**config.mk**
```make
export PLATFORM = sky130hd
export DESIGN_NAME = wb_stage_pipe_flat
export DESIGN_NICKNAME = d
export VERILOG_FILES = /design/src/rtl/wb_pkg.sv /design/src/rtl/wb_stage_pipe_if.sv /design/src/rtl/wb_load_align.sv /design/src/rtl/wb_stage_pipe.sv /design/src/flat_wrapper.sv
export SDC_FILE = /design/constraint.sdc
export NUM_CORES = 1
export LEC_CHECK = 0
export ABC_AREA = 1
export CAP_MARGIN = 40
export CORE_AREA = 4 4 181 148
export CTS_CLUSTER_DIAMETER = 150
export DETAILED_ROUTE_END_ITERATION = 10
export DIE_AREA = 0 0 185 152
export GPL_TIMING_DRIVEN = 0
export HOLD_SLACK_MARGIN = 0.03
export MAX_ROUTING_LAYER = met4
export SYNTH_ARGS = -nofsm -noshare
export SYNTH_HDL_FRONTEND = slang
export SYNTH_HIERARCHICAL = 1
export SYNTH_SLANG_ARGS = --single-unit
```
**constraint.sdc**
```tcl
create_clock -name clk -period 6.1 [get_ports clk]
set_input_delay 1.83 -clock clk [delete_from_list [all_inputs] [get_ports clk]]
set_output_delay 1.83 -clock clk [all_outputs]
set_load 0.02 [all_outputs]
```
**src/rtl/wb_pkg.sv**
```systemverilog
// Shared constants and the control bundle held in the MEM/WB pipeline register.
package wb_pkg;

  localparam logic [1:0] WB_SEL_ALU  = 2'd0;
  localparam logic [1:0] WB_SEL_MEM  = 2'd1;
  localparam logic [1:0] WB_SEL_LINK = 2'd2;
  localparam logic [1:0] WB_SEL_ZERO = 2'd3;

  localparam logic [1:0] LD_BYTE = 2'd0;
  localparam logic [1:0] LD_HALF = 2'd1;
  localparam logic [1:0] LD_WORD = 2'd2;

  typedef struct packed {
    logic       reg_write;
    logic [1:0] wb_sel;
    logic [1:0] load_size;
    logic       load_unsigned;
  } wb_ctrl_t;

endpackage

```
**src/rtl/wb_stage_pipe_if.sv**
```systemverilog
// MEM-to-WB bus: MEM-side instruction fields in, register-file write port and status out.
interface wb_stage_pipe_if #(
  parameter int DATA_W     = 32,
  parameter int REG_ADDR_W = 5,
  parameter int CNT_W      = 32
);
  logic                  in_valid;
  logic                  in_stall;
  logic                  in_flush;
  logic [DATA_W-1:0]     mem_rdata;
  logic [DATA_W-1:0]     alu_result;
  logic [DATA_W-1:0]     link_pc;
  logic [REG_ADDR_W-1:0] rd;
  logic                  reg_write;
  logic [1:0]            wb_sel;
  logic [1:0]            load_size;
  logic                  load_unsigned;
  logic                  wb_we;
  logic [REG_ADDR_W-1:0] wb_rd;
  logic [DATA_W-1:0]     wb_data;
  logic                  wb_valid;
  logic [CNT_W-1:0]      retired_cnt;

  modport master (
    output in_valid, in_stall, in_flush, mem_rdata, alu_result, link_pc,
           rd, reg_write, wb_sel, load_size, load_unsigned,
    input  wb_we, wb_rd, wb_data, wb_valid, retired_cnt
  );

  modport slave (
    input  in_valid, in_stall, in_flush, mem_rdata, alu_result, link_pc,
           rd, reg_write, wb_sel, load_size, load_unsigned,
    output wb_we, wb_rd, wb_data, wb_valid, retired_cnt
  );
endinterface

```
**src/rtl/wb_load_align.sv**
```systemverilog
// Little-endian lane select and sign/zero extension of a loaded word.
// Only instantiated when WB_LOAD_EXT_EN is defined.
module wb_load_align
  import wb_pkg::*;
#(
  parameter int DATA_W = 32
) (
  input  logic [DATA_W-1:0] rdata,
  input  logic [1:0]        offset,
  input  logic [1:0]        load_size,
  input  logic              load_unsigned,
  output logic [DATA_W-1:0] load_data
);

  logic [7:0]  lane_b;
  logic [15:0] lane_h;

  always_comb begin
    case (offset)
      2'd0:    lane_b = rdata[7:0];
      2'd1:    lane_b = rdata[15:8];
      2'd2:    lane_b = rdata[23:16];
      default: lane_b = rdata[31:24];
    endcase
    // halfword lanes are naturally aligned; the low offset bit is ignored
    lane_h = offset[1] ? rdata[31:16] : rdata[15:0];

    case (load_size)
      LD_BYTE: load_data = {{(DATA_W-8){~load_unsigned & lane_b[7]}}, lane_b};
      LD_HALF: load_data = {{(DATA_W-16){~load_unsigned & lane_h[15]}}, lane_h};
      default: load_data = rdata;
    endcase
  end

endmodule

```
**src/rtl/wb_stage_pipe.sv**
```systemverilog
// Write-back stage with MEM/WB register, source mux, r0 suppression and retire counter.
// Define WB_LOAD_EXT_EN to enable sub-word load extraction; otherwise loads pass raw.
module wb_stage_pipe
  import wb_pkg::*;
#(
  parameter int DATA_W     = 32,
  parameter int REG_ADDR_W = 5,
  parameter int CNT_W      = 32
) (
  input  logic          clk,
  input  logic          reset,
  wb_stage_pipe_if.slave bus
);

  logic                  valid_q;
  wb_ctrl_t              ctrl_q;
  logic [REG_ADDR_W-1:0] rd_q;
  logic [DATA_W-1:0]     alu_q;
  logic [DATA_W-1:0]     mem_q;
  logic [DATA_W-1:0]     link_q;
  logic [CNT_W-1:0]      cnt_q;
  logic [DATA_W-1:0]     load_data;
  logic [DATA_W-1:0]     wb_data_c;
  logic                  accept;

  assign accept = bus.in_valid & ~bus.in_stall & ~bus.in_flush;

  // flush only drops valid; the captured fields keep their last values
  always_ff @(posedge clk or posedge reset) begin
    if (reset) begin
      valid_q <= 1'b0;
      ctrl_q  <= '0;
      rd_q    <= '0;
      alu_q   <= '0;
      mem_q   <= '0;
      link_q  <= '0;
    end else if (bus.in_flush) begin
      valid_q <= 1'b0;
    end else if (!bus.in_stall) begin
      valid_q              <= bus.in_valid;
      ctrl_q.reg_write     <= bus.reg_write;
      ctrl_q.wb_sel        <= bus.wb_sel;
      ctrl_q.load_size     <= bus.load_size;
      ctrl_q.load_unsigned <= bus.load_unsigned;
      rd_q                 <= bus.rd;
      alu_q                <= bus.alu_result;
      mem_q                <= bus.mem_rdata;
      link_q               <= bus.link_pc;
    end
  end

  always_ff @(posedge clk or posedge reset) begin
    if (reset) begin
      cnt_q <= '0;
    end else if (accept) begin
      cnt_q <= cnt_q + 1'b1;
    end
  end

`ifdef WB_LOAD_EXT_EN
  wb_load_align #(
    .DATA_W (DATA_W)
  ) u_load_align (
    .rdata         (mem_q),
    .offset        (alu_q[1:0]),
    .load_size     (ctrl_q.load_size),
    .load_unsigned (ctrl_q.load_unsigned),
    .load_data     (load_data)
  );
`else
  logic unused_load_ctrl;
  assign unused_load_ctrl = ^{ctrl_q.load_size, ctrl_q.load_unsigned};
  assign load_data        = mem_q;
`endif

  always_comb begin
    case (ctrl_q.wb_sel)
      WB_SEL_ALU:  wb_data_c = alu_q;
      WB_SEL_MEM:  wb_data_c = load_data;
      WB_SEL_LINK: wb_data_c = link_q;
      default:     wb_data_c = '0;
    endcase
  end

  assign bus.wb_we       = valid_q & ctrl_q.reg_write & (rd_q != '0);
  assign bus.wb_rd       = rd_q;
  assign bus.wb_data     = wb_data_c;
  assign bus.wb_valid    = valid_q;
  assign bus.retired_cnt = cnt_q;

endmodule

```
**src/flat_wrapper.sv**
```systemverilog
// flat-port wrapper written by rule: the top's interface ports become plain ports
module wb_stage_pipe_flat import wb_pkg::*;
#(
  parameter int DATA_W     = 32,
  parameter int REG_ADDR_W = 5,
  parameter int CNT_W      = 32
)
  (clk, reset, bus_in_valid, bus_in_stall, bus_in_flush, bus_mem_rdata, bus_alu_result, bus_link_pc, bus_rd, bus_reg_write, bus_wb_sel, bus_load_size, bus_load_unsigned, bus_wb_we, bus_wb_rd, bus_wb_data, bus_wb_valid, bus_retired_cnt);
  wb_stage_pipe_if #(.DATA_W(DATA_W), .REG_ADDR_W(REG_ADDR_W), .CNT_W(CNT_W)) bus_i ();
  input  logic clk;
  input  logic reset;
  input wire logic [$bits(bus_i.in_valid)-1:0] bus_in_valid;
  input wire logic [$bits(bus_i.in_stall)-1:0] bus_in_stall;
  input wire logic [$bits(bus_i.in_flush)-1:0] bus_in_flush;
  input wire logic [$bits(bus_i.mem_rdata)-1:0] bus_mem_rdata;
  input wire logic [$bits(bus_i.alu_result)-1:0] bus_alu_result;
  input wire logic [$bits(bus_i.link_pc)-1:0] bus_link_pc;
  input wire logic [$bits(bus_i.rd)-1:0] bus_rd;
  input wire logic [$bits(bus_i.reg_write)-1:0] bus_reg_write;
  input wire logic [$bits(bus_i.wb_sel)-1:0] bus_wb_sel;
  input wire logic [$bits(bus_i.load_size)-1:0] bus_load_size;
  input wire logic [$bits(bus_i.load_unsigned)-1:0] bus_load_unsigned;
  output wire logic [$bits(bus_i.wb_we)-1:0] bus_wb_we;
  output wire logic [$bits(bus_i.wb_rd)-1:0] bus_wb_rd;
  output wire logic [$bits(bus_i.wb_data)-1:0] bus_wb_data;
  output wire logic [$bits(bus_i.wb_valid)-1:0] bus_wb_valid;
  output wire logic [$bits(bus_i.retired_cnt)-1:0] bus_retired_cnt;
  assign bus_i.in_valid = bus_in_valid;
  assign bus_i.in_stall = bus_in_stall;
  assign bus_i.in_flush = bus_in_flush;
  assign bus_i.mem_rdata = bus_mem_rdata;
  assign bus_i.alu_result = bus_alu_result;
  assign bus_i.link_pc = bus_link_pc;
  assign bus_i.rd = bus_rd;
  assign bus_i.reg_write = bus_reg_write;
  assign bus_i.wb_sel = bus_wb_sel;
  assign bus_i.load_size = bus_load_size;
  assign bus_i.load_unsigned = bus_load_unsigned;
  assign bus_wb_we = bus_i.wb_we;
  assign bus_wb_rd = bus_i.wb_rd;
  assign bus_wb_data = bus_i.wb_data;
  assign bus_wb_valid = bus_i.wb_valid;
  assign bus_retired_cnt = bus_i.retired_cnt;
  wb_stage_pipe #(.DATA_W(DATA_W), .REG_ADDR_W(REG_ADDR_W), .CNT_W(CNT_W)) u_core (.clk(clk), .reset(reset), .bus(bus_i));
endmodule
```
==> metrics.md <==
| Metric | Value |
|---|---|
| Status | completed |
| Yosys top cell by area | dfrtp_1 |
| Final Hold Vio Count | 0 |
| Worst R2R End | u_core/bus.retired_cnt[14] |
| Setup violators final | 0 |
| Sequential cell area fraction in the yosys report | a little under three fifths |
| Fill cell count | approximately 2600 |
| Ys Warns | 6 |
| Hold Path Stages | 1 |
| Post-Place Worst Slack | 2.01 ns |
| WL/cell | between 15 and 20 um |
| Drt first pass iters | 6 |
| Min-Delay Path Class | flip-flop to flip-flop |
| Worst Hold Path EP | u_core/alu_q[31] |
| Period utilisation layout | 74.0% |
| Routed Antenna Nets | 0 |
| Worst Tran Pin Value | 0.855 ns |
| Count leader, synth | nand2_1 |
| Peak VDD IR | 145 uV |
| Worst-skew pair later-pin latency | around 0.42 ns |
| Pwr Density | between 200 and 300 nW/um2 |
| CP endpoint kind | output pin |
| Required @ worst endpoint | roughly 4.3 ns |
| Cells after Synth | around 680 |
| Layout cells sized above 1 | a little under a tenth |
| Area share of fa/ha/maj cells after synthesis | less than 1% |
| CTS Root Cell | clkbuf_16 |
| Most frequent cells after synthesis | nand2_1, dfrtp_1, inv_1 |
| Fmax | between 200 and 250 MHz |
| Die Width | around 190 um |
| Via/cell ratio | 4.39 |
| Flop-to-flop setup slack | 4.49 ns |
| Static Leak | 3.90 nW |
| MaxCap Viol Count | 0 |
| Number of synthesized flops with an enable pin | 0 |
| First-pass GRT wire length | 31100 um |
| Die Ht | approximately 150 um |
| Setup CP Type | flip-flop to output pin |
| Initial cell density of the core | approximately a quarter |
| Largest family of logic cells by synthesized area | simple AND/OR/NAND/NOR gates |
| Synth Area in Compound Gates | approximately 10% |
| Routability cong. | between 0.7 and 0.8 |
| CTS Buf Count | 17 |
| H-tree depth | 4 |
| CTS resizes | 0 |
| Post-synthesis mux area share | between 6 and 7% |
| DIE AREA | about 28000 um2 |
| Syn_nets | 795 |
| Input/output buffers | between 150 and 200 |
| Initial antenna violation count | 2 |
| Initial drt markers | 273 |
| Final setup margin | 1.59 ns |
| Dominant synthesized flop cell | dfrtp_1 |
| Setup TNS | 0 ns |
| Crit path arrival time | approximately 2.7 ns |
| Worst-path fanout max | 10 |
| Post-Synth Simple-Gate Area | approximately 19% |
| Post-Synth XOR/XNOR Area | 1.98% |
| P&R area growth vs syn | 45.2% |
| Total Power | 2.67 mW |
| Asr flop ratio synth | 100% |
| Slew Limit Headroom | 43.0% |
| Worst-case clock buffer depth | 2 |
| Final Util | a little over a third |
| Cell variety after synth | 23 |
| WL final | just over 20000 um |
| Reg-to-reg startpoint | u_core/bus.retired_cnt[0] |
| GRT Resource Usage Total | 14.7% |
| Pin count of the biggest net entering global routing | 81 |
| Via count | 5353 |
| Row Count | 52 |
| Crit start category | flip-flop |
| Clk slew on worst S/H paths | about 0.06 ns |
| Netlist Area Pre-Place | between 6000 and 7000 um2 |
| Final Critical Period | 4.51 ns |
| GR Overflow Total | 0 |
| Worst setup startpoint | u_core/ctrl_q[3] |
| Clock Sink Count | around 140 |
| Synth Area per Inst | 9.08 um2 |
| TritonCTS clock tree | done |
| Unrepaired setup endpoints after global routing | no |
| Vias in the first global route | around 5400 |
| HPWL Detailed | ~15000 um |
| Worst Reg2Reg Path Length in Cells | 7 |
| Core area | about 25000 um2 |
| Seq cells post-synth | roughly 140 |
| IO Pins | between 150 and 200 |
| Top post-synthesis cells by area | dfrtp_1, nand2_1, mux2_2 |
| DRC Markers | 0 |
| Nets | a little under 1000 |
| Post-CTS Hold Buffers | 0 |
| Setup Fix Bufs, Post-CTS | 0 |
| Synth top area share | between 50% and 60% |
| Fin. max-slew vios | 0 |
| HP Start | u_core/alu_q[31] |
| Worst clock skew | around 0.011 ns |
cell usage in the layout (no fill, tap or decap):
| cell type | synthesis | layout |
|---|---|---|
| nand2_1 | 195 | 195 |
| nor2_1 | 39 | 39 |
| inv_1 | 91 | 90 |
| o21ai_0 | 68 | 68 |
| ha_1 | 1 | 1 |
| buf_1 | 11 | 11 |
| nand3_2 | 2 | 2 |
| nor2_2 | 2 | 2 |
| buf_16 | 0 | 1 |
| xor2_1 | 10 | 10 |
| clkbuf_1 | 11 | 11 |
| clkinvlp_4 | 0 | 3 |
| and2_1 | 2 | 2 |
| inv_8 | 0 | 4 |
| clkinv_4 | 0 | 2 |
| nor3_1 | 2 | 2 |
| dfrtp_1 | 137 | 137 |
| buf_2 | 6 | 6 |
| nand3b_1 | 14 | 14 |
| o221ai_1 | 32 | 32 |
| inv_6 | 0 | 6 |
| nand3_1 | 12 | 12 |
| nand2_2 | 1 | 1 |
| a21oi_1 | 1 | 1 |
| clkbuf_8 | 0 | 1 |
| xnor2_1 | 4 | 4 |
| nand4_1 | 3 | 3 |
| mux2_2 | 36 | 36 |
| clkdlybuf4s50_1 | 0 | 179 |
| clkbuf_16 | 0 | 17 |
| diode_2 | 0 | 2 |
| nor2_4 | 2 | 2 |
critical path, stage by stage (launching register included):
cell and delay, ns:
dfrtp_1 0.39, nor2_1 0.26, clkbuf_1 0.69, nand2_1 0.12
o221ai_1 0.13, clkdlybuf4s50_1 0.68
kinds of logic (layout without fill, tap and decap cells):
family / Yosys count / in the layout
AOI/OAI and AO/OA: 101 / 101
xor gates and xnor gates: 14 / 14
adders and majority gates: 1 / 1
buffers and inverters: 119 / 331
DFF: 137 / 137
muxes: 36 / 36
other: 0 / 2
and+or+nand+nor: 274 / 274
how the worst max path moves through the flow:
stage                                     end  slack, ns
after floorplan               u_core/alu_q[0]       0.60
after global placement    u_core/bus.wb_rd[4]      -1.65
after detailed placement      bus_wb_data[30]       2.01
after CTS                     bus_wb_data[30]       1.54
after global routing          bus_wb_data[26]       1.48
final                         bus_wb_data[16]       1.59
area by class of cell:
class,instances,area [um2],area share [%]
Tap cell,324,405,4.51
Inverter,91,347,3.85
Timing Repair Buffer,180,1820,20.2
Sequential cell,137,3430,38.1
Antenna cell,2,5.00,0.0556
Buffer,28,113,1.25
Clock buffer,18,439,4.88
Multi-Input combinational cell,426,2310,25.7
Clock inverter,14,129,1.43
state kept, by name, indices dropped and copies added, names as in the netlist:
| register | flops |
|---|---|
| u_core/bus.retired_cnt | 32 |
| u_core/bus.wb_rd | 5 |
| u_core/link_q | 32 |
| u_core/ctrl_q | 3 |
| u_core/load_data | 32 |
| u_core/bus.wb_valid | 1 |
| u_core/alu_q | 32 |
per-stage QoR:
| step | instance area [um2] | hold WS (ns) | cells |
|---|---|---|---|
| 3_5_place_dp | 8420 | 0.496 | 1186 |
| 6_report | 9000 | 0.505 | 1220 |
| 3_3_place_gp | 8390 | 0.488 | 1185 |
| 2_1_floorplan | 6190 | 0.481 | 682 |
| 4_1_cts | 8990 | 0.510 | 1218 |
| 5_1_grt | 9000 | 0.519 | 1220 |
report_power, final:
part	switching (mW)	internal (mW)
clock	0.449	0.549
sequential	0.0541	1.02
combinational	0.320	0.277
routing by layer:
metal	up-vias	track usage, %	part of all wire, %
met2	167	21.7	45
met3	14	4.28	6.9
met1	2565	20.3	48
met4	0	3.04	0.74
li1	2607	-	-
met5	-	-	0
Note: power is estimated with default switching activity, not from simulation.
